File: src/rtl/board_pkg.sv
// Shared board geometry and FSM types for the player motion controller.
// Holds the default origin, tile pitch, board size and animation speed,
// the tile index type, and the motion FSM state encoding.
package board_pkg;

  localparam logic [9:0] DEF_ORIGIN_X = 10'd64;
  localparam logic [9:0] DEF_ORIGIN_Y = 10'd48;
  localparam int         DEF_TILE_PX  = 32;
  localparam int         DEF_COLS     = 8;   // power of 2
  localparam int         DEF_ROWS     = 4;
  localparam int         DEF_SPEED    = 2;   // pixels per frame tick
  localparam int         TILES        = DEF_COLS * DEF_ROWS;

  typedef logic [$clog2(TILES)-1:0] tile_idx_t;

  typedef enum logic [2:0] {
    ST_IDLE,
    ST_CALC,
    ST_MOVE,
    ST_ARRIVE,
    ST_DONE
  } move_state_t;

endpackage

File: src/rtl/tile_to_pixel.sv
// Combinational tile index to screen pixel conversion along a serpentine
// path: even rows run left to right, odd rows right to left.
// Ports:
//   idx     in   tile index
//   px, py  out  top-left pixel of that tile
module tile_to_pixel
  import board_pkg::*;
#(
  parameter logic [9:0] ORIGIN_X = DEF_ORIGIN_X,
  parameter logic [9:0] ORIGIN_Y = DEF_ORIGIN_Y,
  parameter int         TILE_PX  = DEF_TILE_PX,
  parameter int         COLS     = DEF_COLS,
  parameter int         ROWS     = DEF_ROWS,
  localparam int        IW       = $clog2(COLS * ROWS)
) (
  input  logic [IW-1:0] idx,
  output logic [9:0]    px,
  output logic [9:0]    py
);

  localparam int CW = $clog2(COLS);

  logic [IW-CW-1:0] row;
  logic [CW-1:0]    c;
  logic [CW-1:0]    col;

  always_comb begin
    row = idx[IW-1:CW];
    c   = idx[CW-1:0];
    // With COLS a power of 2, COLS-1-c is just the bitwise inverse of c.
    col = row[0] ? ~c : c;
    px  = ORIGIN_X + 10'(int'(col) * TILE_PX);
    py  = ORIGIN_Y + 10'(int'(row) * TILE_PX);
  end

endmodule

File: src/rtl/player_motion_ctrl.sv
// Animates two players tile by tile along the serpentine board.
// Accepts "move player P by N tiles" over valid/ready, then steps the chosen
// player's sprite SPEED pixels per frame tick toward each successive tile.
// Ports:
//   clk, rst_n             clock, async active-low reset
//   frame_tick             one-cycle pulse per video frame
//   move_valid/ready       request handshake (ready only in IDLE)
//   move_player            0 = Player 1, 1 = Player 2
//   move_steps             tiles to advance (7 treated as 6)
//   p0_x/p0_y, p1_x/p1_y   sprite top-left positions
//   active_id              player currently or last moved
//   busy, move_done        FSM activity and completion pulse
//   at_goal                bit i set while player i is on the last tile
module player_motion_ctrl
  import board_pkg::*;
#(
  parameter logic [9:0] ORIGIN_X = DEF_ORIGIN_X,
  parameter logic [9:0] ORIGIN_Y = DEF_ORIGIN_Y,
  parameter int         TILE_PX  = DEF_TILE_PX,
  parameter int         COLS     = DEF_COLS,
  parameter int         ROWS     = DEF_ROWS,
  parameter int         SPEED    = DEF_SPEED
) (
  input  logic       clk,
  input  logic       rst_n,
  input  logic       frame_tick,
  input  logic       move_valid,
  output logic       move_ready,
  input  logic       move_player,
  input  logic [2:0] move_steps,
  output logic [9:0] p0_x,
  output logic [9:0] p0_y,
  output logic [9:0] p1_x,
  output logic [9:0] p1_y,
  output logic       active_id,
  output logic       busy,
  output logic       move_done,
  output logic [1:0] at_goal
);

  localparam int             IW   = $clog2(COLS * ROWS);
  localparam logic [IW-1:0]  LAST = IW'(COLS * ROWS - 1);
  localparam logic [9:0]     SPD  = 10'(SPEED);

  move_state_t   state_q, state_d;
  logic [IW-1:0] idx_q [2], idx_d [2];
  logic [9:0]    x_q [2], x_d [2];
  logic [9:0]    y_q [2], y_d [2];
  logic          pl_q, pl_d;
  logic [2:0]    rem_q, rem_d;
  logic [9:0]    tx_q, tx_d, ty_q, ty_d;
  logic          ready_q, ready_d;
  logic          busy_q, busy_d;
  logic          done_q, done_d;
  logic          active_q, active_d;

  logic [IW-1:0] next_idx;
  logic [9:0]    next_px, next_py;

  assign next_idx = idx_q[pl_q] + IW'(1);

  tile_to_pixel #(
    .ORIGIN_X (ORIGIN_X),
    .ORIGIN_Y (ORIGIN_Y),
    .TILE_PX  (TILE_PX),
    .COLS     (COLS),
    .ROWS     (ROWS)
  ) u_t2p (
    .idx (next_idx),
    .px  (next_px),
    .py  (next_py)
  );

  // Move one axis SPEED pixels toward its target, landing exactly on it.
  function automatic logic [9:0] step_toward(input logic [9:0] cur, input logic [9:0] tgt);
    if (cur < tgt)      return (tgt - cur <= SPD) ? tgt : cur + SPD;
    else if (cur > tgt) return (cur - tgt <= SPD) ? tgt : cur - SPD;
    else                return cur;
  endfunction

  always_comb begin
    // NOTE: every signal gets a default here so no path leaves it unassigned,
    // which would otherwise infer a latch.
    state_d  = state_q;
    idx_d    = idx_q;
    x_d      = x_q;
    y_d      = y_q;
    pl_d     = pl_q;
    rem_d    = rem_q;
    tx_d     = tx_q;
    ty_d     = ty_q;
    active_d = active_q;

    case (state_q)
      ST_IDLE: begin
        if (move_valid && ready_q) begin
          pl_d     = move_player;
          active_d = move_player;
          rem_d    = (move_steps == 3'd7) ? 3'd6 : move_steps;
          // Nothing to animate: complete immediately.
          if (rem_d == 3'd0 || idx_q[move_player] == LAST) state_d = ST_DONE;
          else                                             state_d = ST_CALC;
        end
      end
      ST_CALC: begin
        tx_d    = next_px;
        ty_d    = next_py;
        state_d = ST_MOVE;
      end
      ST_MOVE: begin
        if (x_q[pl_q] == tx_q && y_q[pl_q] == ty_q) begin
          state_d = ST_ARRIVE;
        end else if (frame_tick) begin
          x_d[pl_q] = step_toward(x_q[pl_q], tx_q);
          y_d[pl_q] = step_toward(y_q[pl_q], ty_q);
        end
      end
      ST_ARRIVE: begin
        idx_d[pl_q] = next_idx;
        rem_d       = rem_q - 3'd1;
        // Steps beyond the goal tile are discarded.
        if (rem_q == 3'd1 || next_idx == LAST) state_d = ST_DONE;
        else                                   state_d = ST_CALC;
      end
      ST_DONE:  state_d = ST_IDLE;
      default:  state_d = ST_IDLE;
    endcase

    // Status outputs are registered versions of the next state.
    ready_d = (state_d == ST_IDLE);
    busy_d  = (state_d != ST_IDLE);
    done_d  = (state_d == ST_DONE);
  end

  // NOTE: the per-player tile and pixel registers are reset explicitly since
  // they drive the sprite outputs directly and must return to tile 0.
  always_ff @(posedge clk or negedge rst_n) begin
    if (!rst_n) begin
      state_q  <= ST_IDLE;
      idx_q[0] <= '0;
      idx_q[1] <= '0;
      x_q[0]   <= ORIGIN_X;
      x_q[1]   <= ORIGIN_X;
      y_q[0]   <= ORIGIN_Y;
      y_q[1]   <= ORIGIN_Y;
      pl_q     <= 1'b0;
      rem_q    <= '0;
      tx_q     <= ORIGIN_X;
      ty_q     <= ORIGIN_Y;
      ready_q  <= 1'b1;
      busy_q   <= 1'b0;
      done_q   <= 1'b0;
      active_q <= 1'b0;
    end else begin
      // NOTE: non-blocking assignments so every flop samples pre-edge values.
      state_q  <= state_d;
      idx_q    <= idx_d;
      x_q      <= x_d;
      y_q      <= y_d;
      pl_q     <= pl_d;
      rem_q    <= rem_d;
      tx_q     <= tx_d;
      ty_q     <= ty_d;
      ready_q  <= ready_d;
      busy_q   <= busy_d;
      done_q   <= done_d;
      active_q <= active_d;
    end
  end

  assign move_ready = ready_q;
  assign busy       = busy_q;
  assign move_done  = done_q;
  assign active_id  = active_q;
  assign p0_x       = x_q[0];
  assign p0_y       = y_q[0];
  assign p1_x       = x_q[1];
  assign p1_y       = y_q[1];
  assign at_goal    = {idx_q[1] == LAST, idx_q[0] == LAST};

endmodule

File: config.mk
export PLATFORM = sky130hd
export DESIGN_NAME = player_motion_ctrl
export DESIGN_NICKNAME = d
export VERILOG_FILES = /design/src/rtl/board_pkg.sv /design/src/rtl/tile_to_pixel.sv /design/src/rtl/player_motion_ctrl.sv
export SDC_FILE = /design/constraint.sdc
export NUM_CORES = 1
export LEC_CHECK = 0
export CAP_MARGIN = 25
export CELL_PAD_IN_SITES_DETAIL_PLACEMENT = 1
export CELL_PAD_IN_SITES_GLOBAL_PLACEMENT = 1
export CORE_AREA = 5 5 118 109
export DETAILED_ROUTE_END_ITERATION = 10
export DIE_AREA = 0 0 123 114
export PLACE_DENSITY = 0.94
export SYNTH_ARGS = -nofsm -noshare
export SYNTH_HDL_FRONTEND = slang
export SYNTH_SLANG_ARGS = --single-unit
File: constraint.sdc
create_clock -name clk -period 6.9 [get_ports clk]
set_clock_uncertainty 0.05 [all_clocks]
set_input_delay 1.38 -clock clk [delete_from_list [all_inputs] [get_ports clk]]
set_output_delay 1.38 -clock clk [all_outputs]
set_load 0.01 [all_outputs]
=== Word level (Yosys, flattened, before mapping) ===
Index checks and enable logic that the tools add are counted.

* Bitwise operators: 4
* Add/subtract/negate cells: 12
* Div/mod/pow operators: 0
* Mux-type cells: 42
* Shift operators: 0
* Reduce and logical (&&, ||, !) cells: 13
* $lt $le $gt $ge: 11
* Multiply operators: 0
* Eq/ne operators: 13

{| class="wikitable"
|+ Operators by type and width
! cell !! count
|-
| $mux 10 || 21
|-
| $bwmux 20 || 2
|-
| $le 10x2->1 const B || 4
|-
| $sub 10x10->10 || 4
|-
| $mux 5 || 7
|-
| $mux 3 || 7
|-
| $add 10x2->10 const B || 2
|-
| $eq 10x10->1 || 2
|-
| $eq 5x5->1 const B || 4
|-
| $gt 10x10->1 || 2
|-
| $lt 10x10->1 || 2
|-
| $sub 10x2->10 const B || 2
|-
| $pmux 3 s4 || 1
|-
| $bwmux 10 || 1
|-
| $demux 10 s1 || 1
|-
| $add 7x8->9 const A || 1
|-
| $logic_not 3->1 || 3
|-
| $add 6x7->8 const A || 1
|-
| $eq 3x1->1 const B || 2
|-
| $eq 3x2->1 const B || 2
|-
| $eq 3x3->1 const B || 2
|-
| $pmux 3 s2 || 1
|-
| $add 5x1->5 const B || 1
|-
| $demux 5 s1 || 1
|-
| other kinds (13) || 19
|}

* Memory bits (read-only): 0
* Bits in latches: 0
* Output and inout port bits: 46
* Word-level logic and storage cells: 109
* Register bits after elaboration: 80
* Memories kept: 0
* Bits in writable memories: 0

=== Depth between registers and ports, before layout ===
* Depth after elaboration: 13
* Mapped depth: 16
* Gate-level depth less buffers: 10

=== Cells and area by module ===
From an unflattened synthesis, not the netlist that was laid out.

* Cells, all modules: 849
* Area, all modules: 6972.9 µm²

{| class="wikitable"
|+ By module, submodules not included
! module !! area an instance (µm²) !! cells an instance !! sequential area each (µm²) !! times used
|-
| player_motion_ctrl || 6792.8 || 826 || 2014.4 || 1
|-
| tile_to_pixel || 180.2 || 23 || 0.0 || 1
|}

=== Worst setup path before layout ===
No wires, ideal clock.

* Path type: register -> register
* Start point: register pl_q
* End point: register y_q, in the netlist p0_y[3]
* Path slack: 3.233 ns
* Library setup time: 0.128 ns
* Arrival time: 3.489 ns
* Cell stages (with the launch flop): 16
* Data required time: 6.722 ns
* Period minus slack after synthesis: 3.667 ns
* Path through: dfrtp_1 buf_6 buf_12 buf_8 buf_2 mux2i_1 inv_1 ha_1 clkbuf_1 o211a_1 o41ai_2 a21o_1 a2111oi_4 a21boi_4 a221oi_2 o31ai_1

* Cells in the longest elaborated chain, start to end: 13

{| class="wikitable"
|+ RTL lines
! what !! line !! RTL
|-
| start, declared || player_motion_ctrl.sv:49 || <nowiki>logic pl_q, pl_d;</nowiki>
|-
| start signal, assigned || player_motion_ctrl.sv:160 || <nowiki>pl_q <= pl_d;</nowiki>
|-
| $not 1->2 (not written as such) * || player_motion_ctrl.sv:111, player_motion_ctrl.sv:115 ||
|-
| $mux 10 (not written as such) (3 in series) || player_motion_ctrl.sv:111, player_motion_ctrl.sv:115 ||
|-
| $sub 10x10->10 || player_motion_ctrl.sv:77 || <nowiki>else if (cur > tgt) return (cur - tgt <= SPD) ? tgt : cur - SPD;</nowiki>
|-
| $le 10x2->1 || player_motion_ctrl.sv:77 ||
|-
| $mux 10 (2 in series) || player_motion_ctrl.sv:77 ||
|-
| $mux 10 || player_motion_ctrl.sv:76 || <nowiki>if (cur < tgt) return (tgt - cur <= SPD) ? tgt : cur + SPD;</nowiki>
|-
| $mux 10 || player_motion_ctrl.sv:113 || <nowiki>end else if (frame_tick) begin</nowiki>
|-
| $mux 10 || player_motion_ctrl.sv:111 || <nowiki>if (x_q[pl_q] == tx_q && y_q[pl_q] == ty_q) begin</nowiki>
|-
| $mux 10 || player_motion_ctrl.sv:94 || <nowiki>case (state_q)</nowiki>
|-
| $bwmux 20 || player_motion_ctrl.sv:115 || <nowiki>y_d[pl_q] = step_toward(y_q[pl_q], ty_q);</nowiki>
|-
| end signal, assigned || player_motion_ctrl.sv:159 || <nowiki>y_q <= y_d;</nowiki>
|-
| end, declared || player_motion_ctrl.sv:48 || <nowiki>logic [9:0] y_q [2], y_d [2];</nowiki>
|}

Every way passes the cells marked *; elsewhere a longest branch is shown, timed or not. The select of a mux whose other input is x is not followed.
A chain may end at the register's enable or synchronous reset.

=== Worst setup path in the final report ===
* Start point: register pl_q
* End point: register x_q, in the netlist p1_x[7]

* Cells in the longest elaborated chain, start to end: 13

{| class="wikitable"
|+ RTL lines
! what !! line !! RTL
|-
| $not 1->2 (not written as such) * || player_motion_ctrl.sv:111, player_motion_ctrl.sv:114 ||
|-
| $mux 10 (not written as such) (3 in series) || player_motion_ctrl.sv:111, player_motion_ctrl.sv:114 ||
|-
| $sub 10x10->10 || player_motion_ctrl.sv:77 ||
|-
| $le 10x2->1 || player_motion_ctrl.sv:77 ||
|-
| $mux 10 (2 in series) || player_motion_ctrl.sv:77 ||
|-
| $mux 10 || player_motion_ctrl.sv:76 ||
|-
| $mux 10 || player_motion_ctrl.sv:113 ||
|-
| $mux 10 || player_motion_ctrl.sv:111 ||
|-
| $mux 10 || player_motion_ctrl.sv:94 ||
|-
| $bwmux 20 || player_motion_ctrl.sv:114 || <nowiki>x_d[pl_q] = step_toward(x_q[pl_q], tx_q);</nowiki>
|-
| end, declared || player_motion_ctrl.sv:47 || <nowiki>logic [9:0] x_q [2], x_d [2];</nowiki>
|}

Marked as above.

==> impl_results.md <==
* Detailed-router iteration count before antenna repair at 5
* Worst-case headroom to the max-slew limit at 0.354
* Via count of the routed design at 5192
* Critical Path End Type: register
* Largest net degree at the start of global routing at 68
* CTS max path bufs at 2
* Initial Util at 0.463
* Pin slew with the least headroom to its limit at 969 ps
* Arrival time at the worst endpoint at 5070 ps
* Synthesized-area fraction occupied by adder cells at 0.0709
* Part of the cycle the worst path needs at 0.704
* Number of slew-limit violations in the final report at 0
* # rows at 38
* Share of flip-flops with an asynchronous set or reset after synthesis at 1.00
* Wire length of the first global-routing pass at 29400 um
* PostCTS Resize Cnt at 0
* Fraction of power consumed by sequential logic at 0.234
* HPWL after detailed placement at around 13000 um
* Die span in y at 114 um
* Post-synthesis cell type with the largest combined area: sky130_fd_sc_hd__dfrtp_1
* Drt total wl at 18200 um
* Largest family of logic cells by synthesized area: compound AO/OA/AOI/OAI gates
* Cell types with the largest area share after synthesis: sky130_fd_sc_hd__dfrtp_1, sky130_fd_sc_hd__ha_1, sky130_fd_sc_hd__dfstp_2
* Number of hold violations in the final report at 0
* Post-synth cell types at 79
* Pwr dens at about 360 nW/um^2
* Number of diodes added for antenna fixing at 0
* Path type of the worst setup path: reg -> reg
* # Max-Cap Violations at 0
* Overflow after GRT at 0
* Reg clk slew, reported paths at 60 ps
* Number of standard cells in the layout, taps in and fillers out at 814
* Final Wtd Congestion at 0.971
* Complex-gate fraction of the synthesized area at 0.258
* Clock insertion delay at the later pin of the skew report at 340 ps
* Buffer type at the clock tree root: sky130_fd_sc_hd__clkbuf_16
* Number of global-route vias before repair at 5578
* Post-synthesis average cell area at approximately 9 sq um
* Number of buffers inserted by port buffering at 53
* Maximum level of the CTS H-tree at 3
* Routed Antenna Nets at 0
* Post-Route Setup TNS at 0 ps
* Net Sw Frac at 0.457
* Most used flip-flop cell after synthesis: sky130_fd_sc_hd__dfrtp_1
* Top-Level Pins at 54
* Final nets at 687
* Combinational power share at 0.547
* Net count of the mapped netlist at 641
* Inserted Clock Buffers at 9
* Share of post-route cells with drive strength above 1 at 0.125
* Clock period minus final worst setup slack at approximately 5000 ps
* Clock network fraction of design power at 0.219
* Count of routing violations after the opening detailed-route iteration at 439
* Simple-Gate Fraction of Synth Area at 0.187
* Smallest hold slack at 447 ps
* Area added between synthesis and finish at 17.5%
* Post-synthesis cell area at 5400 sq um
* Data required time of the worst path at 7110 ps
* Post-detailed-route via-to-cell ratio at between 6 and 7
* Multiplexer fraction of the synthesized cell area at 0.0758
* Number of warnings printed during yosys synthesis at 0
* Postcts setup bufs at 0
* Initial antenna violation count at 0
* Die area at 14000 sq um
* Net switching power at ~1000 uW
* R2R setup slack at 2040 ps
* TritonCTS clock tree: done
* Most frequently used cell type in the post-synthesis netlist: sky130_fd_sc_hd__nor2_1
* Worst setup SP type: register
* Total global-route track usage at 0.265
* Cell internal power dissipation at 1240 uW
* Setup Viol. Count Final at 0
* Number of placed instances with taps included at roughly 800
* Static Leak at between 0.002 and 0.003 uW
* Most frequent cells after synthesis: sky130_fd_sc_hd__nor2_1, sky130_fd_sc_hd__dfrtp_1, sky130_fd_sc_hd__nand2_1
* Post-synth EDFFs at 0
* Max rail drop VDD at 129 uV
* Post-detailed-route wirelength per cell at 22.4 um
* Maximum achievable frequency at around 210 MHz
* Result of the run: finished, final reports clean
* Flop and latch count out of synthesis at 67
* Class of the tightest hold or removal check: reg -> reg
* Share of the synthesized area in the top cell type at 0.269
* Gate count after technology mapping at 603
* Part of the Yosys area used for sequential elements at 0.313
* Number of hold-repair buffers added at the cts stage at 0
* Floorplan die width at ~120 um
* Core footprint at approximately 12000 sq um
* Post-Synth XOR/XNOR Area at 0.0487
* Max Fanout on Critical Path at 38
* DRC violation count after routing at 0
* CTS sink count at 67
* RSZ-0062 raised after global routing: no
## layout make-up
type / instances / area [sq um]
tap: 160 / 200
fill: 1361 / 5310
clock inverter: 6 / 88.8
inverter: 28 / 105
clock buffer: 10 / 239
multi-input combinational: 485 / 3460
sequential: 67 / 1690
timing repair buffer: 58 / 563
## cell usage in the layout, fill, tap and decap left out, drive strengths merged, types with 3 or more instances in the layout
| cell type | synthesis | final |
|---|---|---|
| nand2b | 9 | 9 |
| a41oi | 9 | 9 |
| dfrtp | 58 | 58 |
| clkbuf | 8 | 10 |
| mux2i | 23 | 23 |
| inv | 28 | 28 |
| a32oi | 5 | 5 |
| a211oi | 9 | 9 |
| and3 | 6 | 6 |
| nand3b | 5 | 5 |
| nor2 | 59 | 59 |
| a311o | 5 | 5 |
| o2bb2ai | 8 | 8 |
| dfstp | 9 | 9 |
| and2 | 3 | 3 |
| a21boi | 3 | 3 |
| xnor2 | 17 | 17 |
| o41ai | 5 | 5 |
| o2111a | 3 | 3 |
| a21oi | 45 | 45 |
| mux2 | 11 | 11 |
| buf | 15 | 6 |
| nand2 | 52 | 52 |
| ha | 29 | 29 |
| o211ai | 8 | 8 |
| o31ai | 8 | 8 |
| nor4 | 4 | 4 |
| clkdlybuf4s50 | 0 | 52 |
| nor3b | 3 | 3 |
| a31oi | 6 | 6 |
| nand3 | 22 | 22 |
| nand4 | 3 | 3 |
| xor2 | 13 | 13 |
| a221oi | 7 | 7 |
| o21ai | 39 | 39 |
| o2111ai | 4 | 4 |
| nor3 | 28 | 28 |
## sequential cells by signal (all words and copies together), names as in the netlist
register and count:
busy 1, idx_q 10, move_done 1, move_ready 1, p0_x 10, p0_y 10, p1_x 10, p1_y 10
pl_q 1, rem_q 3, state_q 3, tx_q 4, ty_q 3
## per-stage QoR
stage / instance area [sq um] / util / power (uW) / worst slack (ps)
5_1_grt: 6340 / 0.545 / 2380 / 1750
3_3_place_gp: 6020 / 0.516 / 1650 / 2530
2_1_floorplan: 5400 / - / 1340 / 3230
3_5_place_dp: 6020 / 0.516 / 1720 / 2240
4_1_cts: 6340 / 0.545 / 2250 / 2120
6_report: 6340 / 0.545 / 2280 / 2040
## layer usage
metal / global-route usage / wire (um) / vias to the layer above
met1: 0.335 / 7650 / 2599
met3: 0.0540 / 1130 / 56
met2: 0.440 / 8810 / 198
met4: 0.114 / 618 / 0
met5: 0 / 0 / -
li1: - / - / 2339
## power by group through the flow
stage,sequential [uW],combinational [uW],clock [uW]
floorplan,527,814,0
global placement,531,1120,0
detailed placement,534,1190,0
CTS,528,1220,506
global route,535,1330,522
finish,533,1250,499
## final timing paths
kind | from | to | cells past startpoint
max | pl_q | p1_x[7] | 10
min | idx_q[4] | idx_q[4] | 1
max reg2reg | pl_q | p1_x[7] | 10
min reg2reg | idx_q[4] | idx_q[4] | 1
max in group asynchronous | rst_n | pl_q | 2
min in group asynchronous | rst_n | move_done | 2
## worst max-delay path, cell delays in order (launching register included)
cell and delay (ps):
sky130_fd_sc_hd__dfrtp_2 720, sky130_fd_sc_hd__buf_4 560, sky130_fd_sc_hd__mux2i_2 460, sky130_fd_sc_hd__ha_1 380, sky130_fd_sc_hd__nor4bb_1 500, sky130_fd_sc_hd__nor2_1 180
sky130_fd_sc_hd__nor3_2 650, sky130_fd_sc_hd__a211o_1 680, sky130_fd_sc_hd__nor2_1 220, sky130_fd_sc_hd__o2bb2ai_1 210, sky130_fd_sc_hd__a21oi_1 140
## cells by family after synthesis
kind of cell / after synthesis
AO/OA/AOI/OAI: 184
XOR/XNOR: 30
adder cells (fa/ha/maj): 30
flip-flops: 67
multiplexers: 34
AND/OR/NAND/NOR: 207
buffers and inverters: 51
No activity file was read; power rests on OpenSTA's default activity.
